`src/rtl/imem_pkg.sv`:
```
// Shared definitions for the instruction/data memory blocks: NOP fill word,
// sequencer state encoding and the address-to-index legality check.
package imem_pkg;

    localparam int CHK_W = 64;
    localparam logic [31:0] NOP_WORD_DEFAULT = 32'h003F0000;

    typedef enum logic {
        ST_CLEAR = 1'b0,
        ST_READY = 1'b1
    } state_t;

    typedef struct packed {
        logic             err;
        logic [CHK_W-1:0] idx;
    } addr_chk_t;

    // Addresses are widened to CHK_W so that no upper bit escapes the range test.
    function automatic addr_chk_t addr_decode(input logic [CHK_W-1:0] addr,
                                              input logic             byte_addr,
                                              input logic [CHK_W-1:0] depth);
        addr_chk_t r;
        r.idx = byte_addr ? (addr >> 2) : addr;
        r.err = (r.idx >= depth) || (byte_addr && (addr[1:0] != 2'b00));
        return r;
    endfunction

endpackage

```
`src/rtl/imem_ram_1w1r.sv`:
```
// Plain storage array: one synchronous write port, one combinational read port.
module imem_ram_1w1r #(
    parameter int DATA_W = 32,
    parameter int DEPTH  = 32,
    parameter int IDX_W  = $clog2(DEPTH)
) (
    input  logic              clk_i,
    input  logic              we_i,
    input  logic [IDX_W-1:0]  waddr_i,
    input  logic [DATA_W-1:0] wdata_i,
    input  logic [IDX_W-1:0]  raddr_i,
    output logic [DATA_W-1:0] rdata_o
);

    logic [DATA_W-1:0] mem_q [DEPTH];

    always_ff @(posedge clk_i) begin
        if (we_i) begin
            mem_q[waddr_i] <= wdata_i;
        end
    end

    assign rdata_o = mem_q[raddr_i];

endmodule

```
`src/rtl/imem_banked_loader.sv`:
```
// Fetch-side instruction store: NOP clear sweep after reset, runtime write port,
// pipelined fetch (1 or 2 cycles) with range/alignment error reporting.
module imem_banked_loader
    import imem_pkg::*;
#(
    parameter int DATA_W    = 32,
    parameter int ADDR_W    = 32,
    parameter int DEPTH     = 32,
    parameter int RD_LAT    = 1,
    parameter int BYTE_ADDR = 0,
    parameter logic [DATA_W-1:0] NOP_WORD = DATA_W'(NOP_WORD_DEFAULT)
) (
    input  logic              clka,
    input  logic              rst_n,
    output logic              ready,
    input  logic              fetch_req,
    input  logic [ADDR_W-1:0] fetch_addr,
    output logic              fetch_valid,
    output logic [DATA_W-1:0] fetch_data,
    output logic              fetch_err,
    input  logic              wr_en,
    input  logic [ADDR_W-1:0] wr_addr,
    input  logic [DATA_W-1:0] wr_data,
    output logic              wr_err
);

    localparam int               IDX_W     = $clog2(DEPTH);
    localparam logic [CHK_W-1:0] DEPTH_W   = CHK_W'(DEPTH);
    localparam logic             BYTE_MODE = (BYTE_ADDR != 0);

    state_t            state_q;
    logic [IDX_W-1:0]  cnt_q;
    logic              ready_q;
    logic              wr_err_q;
    addr_chk_t         fchk, wchk;
    logic              clearing, wr_legal, accept, fwd;
    logic              ram_we;
    logic [IDX_W-1:0]  ram_waddr;
    logic [DATA_W-1:0] ram_wdata, ram_rdata, fetch_word;

    assign fchk = addr_decode(CHK_W'(fetch_addr), BYTE_MODE, DEPTH_W);
    assign wchk = addr_decode(CHK_W'(wr_addr), BYTE_MODE, DEPTH_W);

    always_ff @(posedge clka) begin
        if (!rst_n) begin
            state_q <= ST_CLEAR;
            cnt_q   <= '0;
            ready_q <= 1'b0;
        end else begin
            case (state_q)
                ST_CLEAR: begin
                    cnt_q <= cnt_q + 1'b1;
                    if (cnt_q == IDX_W'(DEPTH - 1)) begin
                        state_q <= ST_READY;
                        ready_q <= 1'b1;
                    end
                end
                default: ready_q <= 1'b1;
            endcase
        end
    end

    assign clearing  = (state_q == ST_CLEAR);
    assign wr_legal  = wr_en && ready_q && !wchk.err;
    assign ram_we    = rst_n && (clearing || wr_legal);
    assign ram_waddr = clearing ? cnt_q : wchk.idx[IDX_W-1:0];
    assign ram_wdata = clearing ? NOP_WORD : wr_data;

    always_ff @(posedge clka) begin
        if (!rst_n) wr_err_q <= 1'b0;
        else        wr_err_q <= wr_en && (!ready_q || wchk.err);
    end

    imem_ram_1w1r #(
        .DATA_W (DATA_W),
        .DEPTH  (DEPTH),
        .IDX_W  (IDX_W)
    ) u_ram (
        .clk_i   (clka),
        .we_i    (ram_we),
        .waddr_i (ram_waddr),
        .wdata_i (ram_wdata),
        .raddr_i (fchk.idx[IDX_W-1:0]),
        .rdata_o (ram_rdata)
    );

    // Write-first: a same-edge legal write to the fetched index wins over the array.
    assign accept     = fetch_req && ready_q;
    assign fwd        = wr_legal && (wchk.idx == fchk.idx);
    assign fetch_word = fchk.err ? NOP_WORD : (fwd ? wr_data : ram_rdata);

    // Stage p0: captured on the accepting edge
    logic              vld_p0_q, err_p0_q;
    logic [DATA_W-1:0] data_p0_q;

    always_ff @(posedge clka) begin
        if (!rst_n) begin
            vld_p0_q  <= 1'b0;
            err_p0_q  <= 1'b0;
            data_p0_q <= NOP_WORD;
        end else begin
            vld_p0_q <= accept;
            err_p0_q <= accept && fchk.err;
            if (accept) data_p0_q <= fetch_word;
        end
    end

    generate
        if (RD_LAT == 2) begin : g_lat2
            // Stage p1: extra output register, data/err/valid move together
            logic              vld_p1_q, err_p1_q;
            logic [DATA_W-1:0] data_p1_q;

            always_ff @(posedge clka) begin
                if (!rst_n) begin
                    vld_p1_q  <= 1'b0;
                    err_p1_q  <= 1'b0;
                    data_p1_q <= NOP_WORD;
                end else begin
                    vld_p1_q <= vld_p0_q;
                    err_p1_q <= err_p0_q;
                    if (vld_p0_q) data_p1_q <= data_p0_q;
                end
            end

            assign fetch_valid = vld_p1_q;
            assign fetch_err   = err_p1_q;
            assign fetch_data  = data_p1_q;
        end else begin : g_lat1
            assign fetch_valid = vld_p0_q;
            assign fetch_err   = err_p0_q;
            assign fetch_data  = data_p0_q;
        end
    endgenerate

    assign ready  = ready_q;
    assign wr_err = wr_err_q;

endmodule
```
`config.mk`:
```
export PLATFORM = sky130hd
export DESIGN_NAME = imem_banked_loader
export DESIGN_NICKNAME = d
export VERILOG_FILES = /design/src/rtl/imem_pkg.sv /design/src/rtl/imem_ram_1w1r.sv /design/src/rtl/imem_banked_loader.sv
export SDC_FILE = /design/constraint.sdc
export NUM_CORES = 1
export LEC_CHECK = 0
export ABC_AREA = 1
export CAP_MARGIN = 5
export CORE_MARGIN = 2
export CORE_UTILIZATION = 55
export DETAILED_ROUTE_END_ITERATION = 7
export GPL_TIMING_DRIVEN = 1
export PLACE_DENSITY = 0.69
export SYNTH_ARGS = -nofsm -noshare
export SYNTH_HDL_FRONTEND = slang
export SYNTH_SLANG_ARGS = --single-unit
```
`constraint.sdc`:
```
create_clock -name clka -period 5.24 [get_ports clka]
set_input_delay 0.786 -clock clka [delete_from_list [all_inputs] [get_ports clka]]
set_output_delay 0.786 -clock clka [all_outputs]
set_load 0.03 [all_outputs]
```
==> impl_metrics.ini <==
[detailed_routing]
first_pass_iters = 6
number_of_design_rule_violations_left_by_the_first_detailed_router_iteration = 3774
drcViolationCount = 0
drt-total-wl_um = 127000
routed-via-count = 31400
viasPerCell = 5.77
wl_per_cell_um = 23.4
ant_nets = 0

[hold_path]
holdCritStartpoint = fetch_data[15]$_SDFFE_PN0P_
hold_class = reg2reg
worstHoldPathCells = 2
worstHoldEndpoint = fetch_data[15]$_SDFFE_PN0P_

[grt]
grt_start_max_net_pins = 147
grt_overflow = 0
grt_pass1_vias = 29500
grt_first_pass_wirelength_um = 187000
number_of_antenna_violations_at_the_first_check_in_global_routing = 1
track_usage_pct = 30.0

[clocking]
tritoncts = done
max-clock-path-buffers = 3
clk_pin_slew_worst_paths_ns = 0.06
cts_root_buffer = sky130_fd_sc_hd__clkbuf_16
cts-buffers-inserted = 106
postCtsSetupRepairBufs = 0
ctsHtreeMaxLevel = 3
cts.hold.buffers_added = 0
ctsResizeCount = 0
clkSinkCount = 1066
clk-insertion-delay-late_ns = 0.68

[floorplan]
std_cell_rows = 104
die_w_um = 290
die_area_mm2 = 0.0841
effective_utilization_at_floorplan_pct = 55.7
design.core.area_mm2 = 0.0808
floorplan.io_pins = 136
die_h_um = 290

[synth]
syn-instance-count = 4198
ys_types = 31
yosysWarnings = 0
synth_commonest_cells = sky130_fd_sc_hd__nand2_1 (1526), sky130_fd_sc_hd__edfxtp_1 (1024), sky130_fd_sc_hd__nand3_1 (919)
synth_seq_area_share_pct = 70.2
average_instance_area_after_synthesis_um2 = 10.7
synth_area_mm2 = 0.0450
synth_nets = 4300
synth.ff_latch_count = 1066
most_used_standard_cell_by_instance_count_after_synthesis = sky130_fd_sc_hd__nand2_1
synth_largest_area_cell = sky130_fd_sc_hd__edfxtp_1
synthTopCellsByArea = sky130_fd_sc_hd__edfxtp_1 (68%), sky130_fd_sc_hd__nand2_1 (13%), sky130_fd_sc_hd__nand3_1 (10%), sky130_fd_sc_hd__inv_1 (2.1%), sky130_fd_sc_hd__dfxtp_1 (1.9%)
synth_edf_count = 1024
synth_top_area_share_pct = 68.3
ys_async_sr_fraction_pct = 0
synth_top_flop_cell = sky130_fd_sc_hd__edfxtp_1

[placed_design]
place.gp.congestion = 0.928
post-place-cells = 5240
detailed_place_hpwl_um = 76700
dp_worst_setup_slack_ns = 0.919
placement.io_buffers = 135

[setup_path]
timing.critical_path.max_delay_family = simple AND/OR/NAND/NOR gates
critPathArrivalTime_ns = 3.97
worst_r2r_endpoint = u_ram.mem_q[14][30]$_DFFE_PP_
critical_path_class = in2reg
worst_path_largest_cell_delay_ns = 0.67
regToRegStartpoint = state_q$_SDFF_PN0_
worst-r2r-cell-count = 6
cp.buffers_inverters = 3
crit_path_frequent_cell = sky130_fd_sc_hd__nor2_1
critPathRequiredTime_ns = 5.57
critPathMaxFanout = 18
worstPathCellList = clkdlybuf4s50_1 > nor2_1 > nand3_1 > nor2_1 > nand2_1 > nor3_4 > buf_4 > nor2_1 > nor2_4 > nand2_1 > nor2_4 > buf_4
start_kind = input pin
r2r_slack_ns = 1.77
worst_path_max_delay_cell = sky130_fd_sc_hd__nor2_4
endpoint_kind = flip-flop

[timing]
final_worst_slack_ns = 1.60
timing.max_slew.rel_slack_pct = 31.4
period_share_pct = 69.4
setup_total_negative_slack_ns = 0
fin_skew_ns = 0.0287
tightest_slew_ns = 1.03
hold_viol = 0
drv_slew = 0
final.min_clock_period_ns = 3.64
rsz0062_at_grt = no
hold-worst-slack_ns = 0.466
maximum_clock_frequency_ghz = 0.275
final-setup-viol-count = 0

[layout]
share_of_layout_cells_above_drive_strength_1_pct = 6.78
fill_count = 6241
antenna_cells = 0
areaGrowthSynthToFinish_pct = 13.5
fin_nets = 4390
post_layout_nonfiller_instances = 5438
final_util_pct = 63.2

[job]
drv_cap = 0

[power_and_ir_drop]
p_leak_nw = 19.4
power_density_mw_per_mm2 = 350
vdd_ir_drop_max_mv = 0.322

[run_status]
run_status = finished, final reports clean
==> cell type report <==
class / instances / area, µm² / share of cell area (%)
Sequential cell: 1066 / 31600 / 61.8
Multi-Input combinational cell: 2632 / 11500 / 22.5
Clock buffer: 141 / 2900 / 5.67
Timing Repair Buffer: 222 / 2200 / 4.30
Tap cell: 1060 / 1330 / 2.60
Inverter: 260 / 1010 / 1.97
Clock inverter: 57 / 568 / 1.11
==> power breakdown <==
| part | total (mW) | leakage (nW) | internal, mW | switching (mW) |
|---|---|---|---|---|
| Clock | 7.54 | 1.68 | 4.38 | 3.16 |
| Combinational | 1.11 | 8.54 | 0.321 | 0.786 |
| Sequential | 9.26 | 9.18 | 9.25 | 0.0115 |
| Total | 17.9 | 19.4 | 13.9 | 3.96 |
==> per-layer routing <==
metal  vias to the layer above  global-route usage (%)  share of wire (%)
met1                     15100                    40.2                 39
met3                       312                    3.48                7.6
met2                      1543                    49.4                 49
li1                      14500                       -                  -
met5                         -                       0              0.011
met4                         2                    14.1                5.2
==> flip-flops by register name (all words and copies together), names as in the netlist <==
name and count:
fetch_data 32, state_q 1, ready 1, fetch_valid 1
fetch_err 1, u_ram.mem_q 1024, cnt_q 5, wr_err 1
==> worst min-delay path, cell delays in order, from the launching register on <==
cell	delay, ns
sky130_fd_sc_hd__dfxtp_1	0.31
sky130_fd_sc_hd__nand2_1	0.06
sky130_fd_sc_hd__a21oi_1	0.05
==> worst max path at each step <==
stage / from / endpoint / slack, ns / cells after the start
CTS: wr_addr[27] / u_ram.mem_q[9][23]$_DFFE_PP_ / 1.60 / 12
global placement: wr_addr[31] / u_ram.mem_q[9][15]$_DFFE_PP_ / 0.92 / 12
detailed placement: wr_addr[27] / u_ram.mem_q[9][15]$_DFFE_PP_ / 0.92 / 12
global route: wr_addr[27] / u_ram.mem_q[9][30]$_DFFE_PP_ / 1.46 / 12
floorplan: wr_addr[14] / u_ram.mem_q[10][0]$_DFFE_PP_ / 1.59 / 9
finish: wr_addr[27] / u_ram.mem_q[9][30]$_DFFE_PP_ / 1.60 / 12
==> per-stage QoR <==
stage | total power [mW] | instance area [µm²]
2_1_floorplan | 10.1 | 45000
3_3_place_gp | 10.5 | 47600
3_5_place_dp | 10.5 | 47600
4_1_cts | 17.9 | 51100
5_1_grt | 18.4 | 51100
6_report | 17.9 | 51100
==> cells by family after synthesis <==
family	after synthesis	share of synthesized area, %
and+or+nand+nor	2581	24.4
adders and majority gates	2	0.0556
xor gates and xnor gates	2	0.0389
buffers and inverters	500	4.81
DFF	1066	70.2
AOI/OAI and AO/OA	47	0.525
==> cells in the final DEF (no fill, tap or decap), types with 4 or more instances in the layout <==
cell | Yosys | final
sky130_fd_sc_hd__clkinv_2 | 0 | 15
sky130_fd_sc_hd__clkinvlp_4 | 0 | 4
sky130_fd_sc_hd__inv_6 | 0 | 4
sky130_fd_sc_hd__edfxtp_1 | 1024 | 1024
sky130_fd_sc_hd__clkbuf_16 | 0 | 109
sky130_fd_sc_hd__nand4_1 | 14 | 14
sky130_fd_sc_hd__nand3_1 | 919 | 919
sky130_fd_sc_hd__nor2_1 | 95 | 63
sky130_fd_sc_hd__clkbuf_8 | 0 | 5
sky130_fd_sc_hd__inv_1 | 254 | 250
sky130_fd_sc_hd__a21oi_1 | 39 | 39
sky130_fd_sc_hd__nor3_1 | 7 | 7
sky130_fd_sc_hd__bufinv_16 | 0 | 10
sky130_fd_sc_hd__nand2_1 | 1526 | 1525
sky130_fd_sc_hd__dfxtp_1 | 42 | 41
sky130_fd_sc_hd__buf_12 | 0 | 15
sky130_fd_sc_hd__clkinv_1 | 0 | 25
sky130_fd_sc_hd__buf_4 | 21 | 73
sky130_fd_sc_hd__nor2_4 | 2 | 35
sky130_fd_sc_hd__clkbuf_1 | 46 | 27
sky130_fd_sc_hd__clkdlybuf4s50_1 | 0 | 130
sky130_fd_sc_hd__o21ai_0 | 7 | 7
sky130_fd_sc_hd__inv_2 | 5 | 4
sky130_fd_sc_hd__or2_2 | 6 | 6
(Power assumes the default switching activity.)
